--- config.mk ---
export PLATFORM = sky130hd
export DESIGN_NAME = regbank_wb_arbiter
export DESIGN_NICKNAME = d
export VERILOG_FILES = /design/src/rtl/regbank_wb_arbiter.sv
export SDC_FILE = /design/constraint.sdc
export NUM_CORES = 1
export LEC_CHECK = 0
export ABC_CLOCK_PERIOD_IN_PS = 3550
export BUFFER_PORTS_ARGS = -buffer_cell sky130_fd_sc_hd__buf_4
export CAP_MARGIN = 20
export CORE_MARGIN = 2
export CORE_UTILIZATION = 44
export DETAILED_ROUTE_END_ITERATION = 8
export HOLD_SLACK_MARGIN = 0.05
export PLACE_DENSITY_LB_ADDON = 0.2
export SYNTH_ARGS = -nofsm -noshare
export SYNTH_HDL_FRONTEND = slang
export SYNTH_SLANG_ARGS = --single-unit
--- constraint.sdc ---
create_clock -name clk -period 3.55 [get_ports clk]
set_clock_uncertainty 0.15 [all_clocks]
set_input_delay 0.5325 -clock clk [delete_from_list [all_inputs] [get_ports clk]]
set_output_delay 0.5325 -clock clk [all_outputs]
set_load 0.05 [all_outputs]
--- src/rtl/regbank_wb_arbiter.sv ---
// ---------------------------------------------------------------------------
// regbank_wb_arbiter
// Round-robin write-back arbiter in front of a 32-entry register bank, with a
// pending-write scoreboard that stalls WAW issues and flags source registers
// that are not yet valid in the bank.
//
// Ports
//   clk, rst           : clock, synchronous active-high reset
//   req_valid/dir/data : NREQ write-back requesters (dir 5b, data DW each)
//   req_ready          : one-hot (or zero) grant, combinational
//   wr_en/dir/data     : registered bank write port (WriteFlag/DirW/WriteData)
//   issue_valid/dir    : issuing instruction that will write issue_dir
//   issue_ready        : low while issue_dir already has a write outstanding
//   chk_a/chk_b        : source registers being read (DirA/DirB)
//   busy_a/busy_b      : source register not yet valid in the bank
//   pending            : scoreboard, bit r = write to register r outstanding
//   err                : sticky, a write-back hit a non-pending register
// ---------------------------------------------------------------------------
module regbank_wb_arbiter #(
    parameter int NREQ = 3,
    parameter int DW   = 32
) (
    input  logic               clk,
    input  logic               rst,
    input  logic [NREQ-1:0]    req_valid,
    input  logic [NREQ*5-1:0]  req_dir,
    input  logic [NREQ*DW-1:0] req_data,
    output logic [NREQ-1:0]    req_ready,
    output logic               wr_en,
    output logic [4:0]         wr_dir,
    output logic [DW-1:0]      wr_data,
    input  logic               issue_valid,
    input  logic [4:0]         issue_dir,
    output logic               issue_ready,
    input  logic [4:0]         chk_a,
    input  logic [4:0]         chk_b,
    output logic               busy_a,
    output logic               busy_b,
    output logic [31:0]        pending,
    output logic               err
);

    // Pointer / select width; NREQ is limited to 2..4.
    localparam int SW = (NREQ > 2) ? 2 : 1;

    logic [SW-1:0] r_rr;
    logic          r_wr_en;
    logic [4:0]    r_wr_dir;
    logic [DW-1:0] r_wr_data;
    logic [31:0]   r_pending;
    logic          r_err;

    logic [4:0]    w_dir_arr  [NREQ];
    logic [DW-1:0] w_data_arr [NREQ];
    logic [2:0]    w_cand;
    logic [SW-1:0] w_sel;
    logic          w_found;
    logic          w_xfer;
    logic          w_issue;
    logic          w_err_hit;
    logic [4:0]    w_wb_dir;
    logic [DW-1:0] w_wb_data;
    logic [31:0]   w_pending_nxt;

    for (genvar g = 0; g < NREQ; g++) begin : g_unpack
        assign w_dir_arr[g]  = req_dir[5*g +: 5];
        assign w_data_arr[g] = req_data[DW*g +: DW];
    end

    // Scan requesters starting at the round-robin pointer; the first valid
    // one wins. rr + k is below 2*NREQ, so one subtraction wraps it.
    always_comb begin
        w_cand  = '0;
        w_sel   = '0;
        w_found = 1'b0;
        for (int k = 0; k < NREQ; k++) begin
            w_cand = 3'(r_rr) + 3'(k);
            if (w_cand >= 3'(NREQ)) w_cand = w_cand - 3'(NREQ);
            if (!w_found && req_valid[w_cand[SW-1:0]]) begin
                w_found = 1'b1;
                w_sel   = w_cand[SW-1:0];
            end
        end
    end

    assign w_xfer    = w_found & ~rst;
    assign req_ready = w_xfer ? (NREQ'(1) << w_sel) : '0;
    assign w_wb_dir  = w_dir_arr[w_sel];
    assign w_wb_data = w_data_arr[w_sel];

    assign issue_ready = ~r_pending[issue_dir] & ~rst;
    assign w_issue     = issue_valid & issue_ready;
    assign w_err_hit   = w_xfer & ~r_pending[w_wb_dir];

    // Clear for the completing write first, then set for the new issue; the
    // two can only collide on a register that was not pending (err case),
    // where the newer issue must stay tracked.
    always_comb begin
        w_pending_nxt = r_pending;
        if (w_xfer)  w_pending_nxt[w_wb_dir]  = 1'b0;
        if (w_issue) w_pending_nxt[issue_dir] = 1'b1;
    end

    always_ff @(posedge clk) begin
        if (rst) begin
            r_rr      <= '0;
            r_wr_en   <= 1'b0;
            r_wr_dir  <= '0;
            r_wr_data <= '0;
            r_pending <= '0;
            r_err     <= 1'b0;
        end else begin
            if (w_xfer) begin
                r_rr      <= (w_sel == SW'(NREQ-1)) ? '0 : w_sel + SW'(1);
                r_wr_en   <= 1'b1;
                r_wr_dir  <= w_wb_dir;
                r_wr_data <= w_wb_data;
            end else begin
                r_wr_en   <= 1'b0;
            end
            r_pending <= w_pending_nxt;
            if (w_err_hit) r_err <= 1'b1;
        end
    end

    // The bank write lands at the end of the wr_en cycle, so a register being
    // written right now is still stale for a same-cycle read.
    assign busy_a = r_pending[chk_a] | (r_wr_en & (r_wr_dir == chk_a));
    assign busy_b = r_pending[chk_b] | (r_wr_en & (r_wr_dir == chk_b));

    assign wr_en   = r_wr_en;
    assign wr_dir  = r_wr_dir;
    assign wr_data = r_wr_data;
    assign pending = r_pending;
    assign err     = r_err;

endmodule

==> flow_summary_export.csv, run 1 <==
group,metric,value,unit
power,pwr-share-clk,16.7,%
grt,met1_usage,35.4,%
clock_network,clkSinkCount,73,
timing,rsz0062_at_grt,"no",
timing,report.final.slew_viol_count,0,
power,p_int,2.84,mW
die,die_w,110,µm
finish,fin_nets,939,
routing,via_per_inst,5.93,
critical_path,required,2.87,ns
routing,finalWirelength,18300,µm
timing,setup_viol,0,
worst_hold_path,min_from,"req_data[42]",
power,swShare,49.0,%
grt,met3_usage,7.79,%
logic_synthesis,synth_cells,592,
logic_synthesis,synth.top_cell.area_share,29.3,%
critical_path,cp-start-kind,"flip-flop",
clock_network,h-tree-depth,3,
routing,wl_per_cell,19.3,µm
power,ir_drop,0.000566,V
finish,mostFrequentLayoutCell,"buf_4",
routing,dr.first_iter.drc_count,488,
clock_network,path_clk_slew,0.06,ns
power,total_leakage_power,3.14,nW
placed_design,gp_congestion,0.931,
worst_hold_path,hold_class,"in -> reg",
routing,drc,0,
grt,grt_antenna_before_repair,0,
grt,grt_pass1_vias,5320,
die,rows,38,
logic_synthesis,ys_types,56,
finish,antenna_cells,0,
logic_synthesis,synth_edf_count,0,
finish,fin_util,66.0,%
logic_synthesis,synth_area_leaders,"dfxtp_1 29%, mux4_2 13%, mux2i_1 7.6%, a21oi_1 6.9%, nor2_1 5.6%",
timing,hold_viol,0,
placed_design,dpl.hpwl,13800,µm
critical_path,r2r-end,"err",
critical_path,critPathArrivalTime,2.74,ns
clock_network,cts_root_buf,"clkbuf_16",
grt,grt_pass1_wl,28100,µm
outcome,status,"finished clean",
worst_hold_path,hold_depth,2,
critical_path,r2r_slack,0.15,ns
power,power_density,771,mW/mm²
clock_network,numCtsBuffers,9,
timing,fmax,292,MHz
critical_path,r2r_cells,11,
logic_synthesis,synth.yosys.seq_area_share,29.3,%
logic_synthesis,syn_area_per_cell,8.43,µm²
die,io-pin-count,209,
logic_synthesis,syn_nets,728,
critical_path,path_class,"reg -> out",
critical_path,critPathMaxFanout,53,
logic_synthesis,yosys_warnings,0,
routing,postRouteAntennaNets,0,
die,dieArea,0.0122,mm²
timing,worstMarginPinSlew,0.743,ns
logic_synthesis,synth_area_leader_cell,"dfxtp_1",
job,cap_violations,0,
routing,drt_pass1_iterations,4,
grt,track_usage,28.6,%
grt,grtUsageMet2,47.4,%
placed_design,io_buffers,208,
grt,grt_max_degree,54,
finish,syn_to_final_growth,44.8,%
die,core_area,0.0109,mm²
finish,layout-drive-gt1-share,39.4,%
routing,dr_total_vias,5622,
power,p_seq_share,20.3,%
power,combPwrFrac,63.0,%
critical_path,worstReg2RegStart,"r_rr[1]",
timing,fin_crit,3.42,ns
timing,slew_headroom,50.3,%
timing,period_share,96.4,%
clock_network,clk_latency,0.34,ns
logic_synthesis,synth_ff_type,"dfxtp_1",
grt,busiest_layer,"met2",
worst_hold_path,hold_path_end,"wr_data[10]",
logic_synthesis,ys_ff_latch,73,
power,power_switching,2.73,mW
clock_network,clock_path_buffers,2,
logic_synthesis,netlist_area,0.00499,mm²
finish,final_cell_mix,"239 x buf_4, 73 x nor2_1, 71 x dfxtp_1",
die,initial_core_util,45.6,%
die,die_h,110,µm
grt,gr-total-overflow,0,
clock_network,cts_tree,"done",
logic_synthesis,async_flop_share,0,%
critical_path,cp-end-kind,"output port",
timing,finalSetupTns,0,ns
how the worst max path moves through the flow:
stage,startpoint,to,slack (ns),depth (start not counted)
2_1_floorplan,r_rr[1],err,0.03,13
3_3_place_gp,r_rr[1],err,0.14,12
3_5_place_dp,r_rr[1],err,-0.0005,12
4_1_cts,r_rr[0],err,0.008,11
5_1_grt,r_rr[1],err,0.003,13
6_report,r_rr[1],req_ready[2],0.13,10
stage by stage:
step	setup slack, ns	hold slack [ns]	total power, mW	area [µm²]	std cells
3_5_place_dp	-0.000468	0.328	4.50	6810	929
4_1_cts	0.00798	0.255	5.47	7140	946
2_1_floorplan	0.0347	0.364	3.51	5000	592
3_3_place_gp	0.138	0.323	4.44	6810	929
6_report	0.127	0.263	5.57	7220	948
5_1_grt	0.00257	0.264	5.89	7220	948
cells in the mapped netlist, drive strengths merged, types with 10 or more instances:
master / n
inv: 10
buf: 17
mux4: 29
a211oi: 33
nor2: 75
o21ai: 49
dfxtp: 73
clkbuf: 23
mux2i: 39
a21oi: 69
nand2: 66
state kept, by name, summed over array words and instances, names as in the netlist:
register	flops
pending	32
wr_data	32
err	1
r_rr	2
wr_en	1
wr_dir	5
power by group through the flow:
| stage | logic (mW) | clock network, mW | registers [mW] |
|---|---|---|---|
| 2_1_floorplan | 1.80 | 0 | 1.71 |
| 3_3_place_gp | 3.31 | 0 | 1.13 |
| 3_5_place_dp | 3.36 | 0 | 1.15 |
| 4_1_cts | 3.40 | 0.939 | 1.13 |
| 5_1_grt | 3.76 | 0.977 | 1.15 |
| 6_report | 3.51 | 0.932 | 1.13 |
metal layers:
layer,vias up,wire length [µm]
li1,2633,-
met1,2597,7150
met2,339,8850
met3,53,1700
met4,0,632
met5,-,0
logic make-up (layout without fill, tap and decap cells):
logic type,count (synthesis),after routing,share of synthesized area (%)
buffers and inverters,50,266,4.16
AOI/OAI and AO/OA,201,201,25.7
and+or+nand+nor,182,182,16.1
muxes,72,72,22.0
adders and majority gates,4,4,1.00
xor gates and xnor gates,10,10,1.76
DFF,73,73,29.3
critical path: stages, from the launching register on:
cell	delay, ns
dfxtp_2	0.34
inv_1	0.08
ha_2	0.22
mux2_4	0.33
nor2b_2	0.19
o21a_1	0.28
buf_4	0.19
nor2_4	0.18
buf_8	0.30
nor3_2	0.06
buf_4	0.20
cell type report:
class / count / area [µm²]
Fill cell: 929 / 3710
Multi-Input combinational cell: 469 / 3430
Timing Repair Buffer: 240 / 1810
Sequential cell: 73 / 1460
Clock buffer: 10 / 239
Tap cell: 140 / 175
Clock inverter: 6 / 66.3
Inverter: 10 / 37.5
repair_timing:
item | CTS | global route
hold buffers | 0 | 0
pin swaps | 0 | 3
gates cloned | 0 | 0
setup endpoints to repair | 2 | 16
resized for setup | 4 | 16
setup buffers | 1 | 2
Power figures use the tool's default switching activity.
==> run 2, diff against run 1 <==
- CELL_PAD_IN_SITES_DETAIL_PLACEMENT: default -> 1
- CELL_PAD_IN_SITES_GLOBAL_PLACEMENT: default -> 2
- CORE_UTILIZATION: 44 -> 24
==> run 2 against run 1 <==
  * Maximum frequency grew 1.2%
  * Critical endpoint is now err
  * Flip-flop and latch count is the same
  * Combinational power grew 5%
  * Clock power grew 7.0%
  * Final area grew 3.4%
  * Critical path type is now reg -> reg
==> flow_summary_export.csv, run 2 (same netlist as run 1, synthesis figures left out) <==
group,metric,value,unit
outcome,status,"finished clean",
worst_hold_path,hold_class,"in -> reg",
critical_path,crit_top_cell,"buf_4",
critical_path,r2r_cells,14,
critical_path,cp-endpoint,"err",
grt,met1_usage,25.3,%
routing,dr.first_iter.drc_count,288,
timing,finalSetupTns,0,ns
timing,report.final.slew_viol_count,0,
critical_path,worstReg2RegStart,"r_rr[1]",
power,p_int,3.00,mW
critical_path,cp_top_family,"simple AND/OR/NAND/NOR gates",
grt,grt_pass1_vias,5849,
job,cap_violations,0,
routing,drt_pass1_iterations,5,
finish,multiInputGateArea,0.00343,mm²
routing,via_per_inst,5.14,
die,die_h,148,µm
critical_path,path_cells,"inv_1 -> ha_1 -> buf_4 -> nand3b_1 -> o221a_4 -> o21a_2 -> buf_4 -> nor2_4 -> buf_4 -> mux2_2 -> nand2_1 -> a211oi_1 -> or4_1 -> a221oi_2",
routing,finalWirelength,22300,µm
clock_network,cts_tree,"done",
die,rows,52,
clock_network,cts_root_buf,"clkbuf_16",
timing,worstMarginPinSlew,0.709,ns
timing,fmax,296,MHz
grt,grt_max_degree,50,
critical_path,cp-start-kind,"flip-flop",
placed_design,pre_cts_ws,-0.0532,ns
power,total_leakage_power,3.20,nW
timing,rsz0062_at_grt,"yes",
power,power_density,781,mW/mm²
critical_path,r2r_slack,0.17,ns
grt,busiest_layer,"met2",
clock_network,clkSinkCount,73,
finish,final_cell_mix,"240 x buf_4, 72 x nor2_1, 71 x dfxtp_1",
critical_path,critPathMaxStageDelay,0.50,ns
power,ir_drop,0.000280,V
power,power_switching,2.84,mW
clock_network,h-tree-depth,3,
timing,setup_viol,0,
finish,fin_nets,943,
routing,dr_total_vias,5559,
critical_path,required,3.67,ns
critical_path,cp.depth,14,
critical_path,critPathArrivalTime,3.50,ns
critical_path,path_class,"reg -> reg",
grt,grt_pass1_wl,34200,µm
timing,hold_viol,0,
critical_path,cp-end-kind,"flip-flop",
timing,holdWs,0.249,ns
die,initial_core_util,24.6,%
die,core_area,0.0203,mm²
critical_path,cpMaxStageDelayCell,"or4_1",
timing,setup_slack,0.168,ns
timing,period_share,95.3,%
placed_design,gp_congestion,0.869,
grt,grt_antenna_before_repair,0,
clock_network,clock_path_buffers,2,
power,pwr-share-clk,17.1,%
finish,mostFrequentLayoutCell,"buf_4",
routing,wl_per_cell,20.6,µm
power,p_seq_share,19.4,%
clock_network,clk_latency,0.35,ns
grt,track_usage,20.2,%
critical_path,path_buf_inv,4,
finish,antenna_cells,0,
die,io-pin-count,209,
grt,gr-total-overflow,0,
finish,fin_util,36.8,%
finish,layout-drive-gt1-share,39.5,%
routing,drc,0,
finish,seqCellArea,0.00146,mm²
die,die_w,148,µm
routing,postRouteAntennaNets,0,
grt,met3_usage,3.96,%
grt,grtUsageMet2,35.0,%
critical_path,startpoint,"r_rr[1]",
finish,fillCellCount,2438,
clock_network,numCtsBuffers,9,
critical_path,critPathMaxFanout,7,
critical_path,r2r-end,"err",
power,power,5.83,mW
timing,fin_crit,3.38,ns
placed_design,io_buffers,208,
finish,syn_to_final_growth,49.7,%
placed_design,dpl.hpwl,17100,µm
die,dieArea,0.0220,mm²
clock_network,cts-hold-fix-buffers,0,
power,combPwrFrac,63.5,%
power,swShare,48.6,%
timing,slew_headroom,52.7,%
clock_network,path_clk_slew,0.06,ns
run 2: cell types whose count changed in the layout (fill, tap and decap cells not counted), moves of 2 or more:
| cell | before | now |
|---|---|---|
| buf_6 | 0 | 2 |
| ha_2 | 2 | 0 |
| clkbuf_8 | 1 | 3 |
| nor2_2 | 0 | 2 |
| ha_1 | 2 | 4 |
| clkinvlp_4 | 3 | 0 |
| o21ai_1 | 0 | 2 |
| clkinv_4 | 0 | 2 |
run 2: layout make-up:
class | count | area share, %
clock buffers | 13 | 3.62
clock inverters | 3 | 0.637
inverters | 10 | 0.503
multi-input cells | 469 | 46.0
flip-flops and latches | 73 | 19.6
well taps | 270 | 4.52
repair buffers | 244 | 25.1
run 2: repair_timing:
action                     4_1_cts  5_1_grt
gates resized for setup          6       19
pin swaps                        1        7
hold endpoints to repair         0        0
setup buffers                    3        1
cloned                           1        0
setup endpoints to repair        3       34
run 2: power by group through the flow:
stage | logic [mW] | clock network, mW | registers (mW)
final | 3.70 | 0.997 | 1.13
after global routing | 4.04 | 1.06 | 1.16
after CTS | 3.65 | 1.03 | 1.13
after detailed placement | 3.50 | 0 | 1.15
after global placement | 3.46 | 0 | 1.14
after floorplan | 1.80 | 0 | 1.71
run 2: worst min path at each step:
stage | startpoint | endpoint | slack [ns] | cells after the start
6_report | req_data[53] | wr_data[21] | 0.25 | 2
5_1_grt | req_data[53] | wr_data[21] | 0.24 | 2
4_1_cts | req_data[42] | wr_data[10] | 0.23 | 2
3_5_place_dp | wr_data[17] | wr_data[17] | 0.33 | 2
3_3_place_gp | wr_data[19] | wr_data[19] | 0.32 | 2
2_1_floorplan | r_rr[1] | r_rr[1] | 0.36 | 1
run 2: metal layers:
metal  vias up  part of all wire [%]
li1       2630                     -
met1      2699                    43
met2       205                    49
met3        25                   6.0
met4         0                   2.0
met5         -                     0
run 2: metrics by stage:
stage | area (µm²) | instances
6_report | 7470 | 1082
5_1_grt | 7470 | 1082
4_1_cts | 7390 | 1081
3_5_place_dp | 6990 | 1061
3_3_place_gp | 6990 | 1061
2_1_floorplan | 5000 | 592
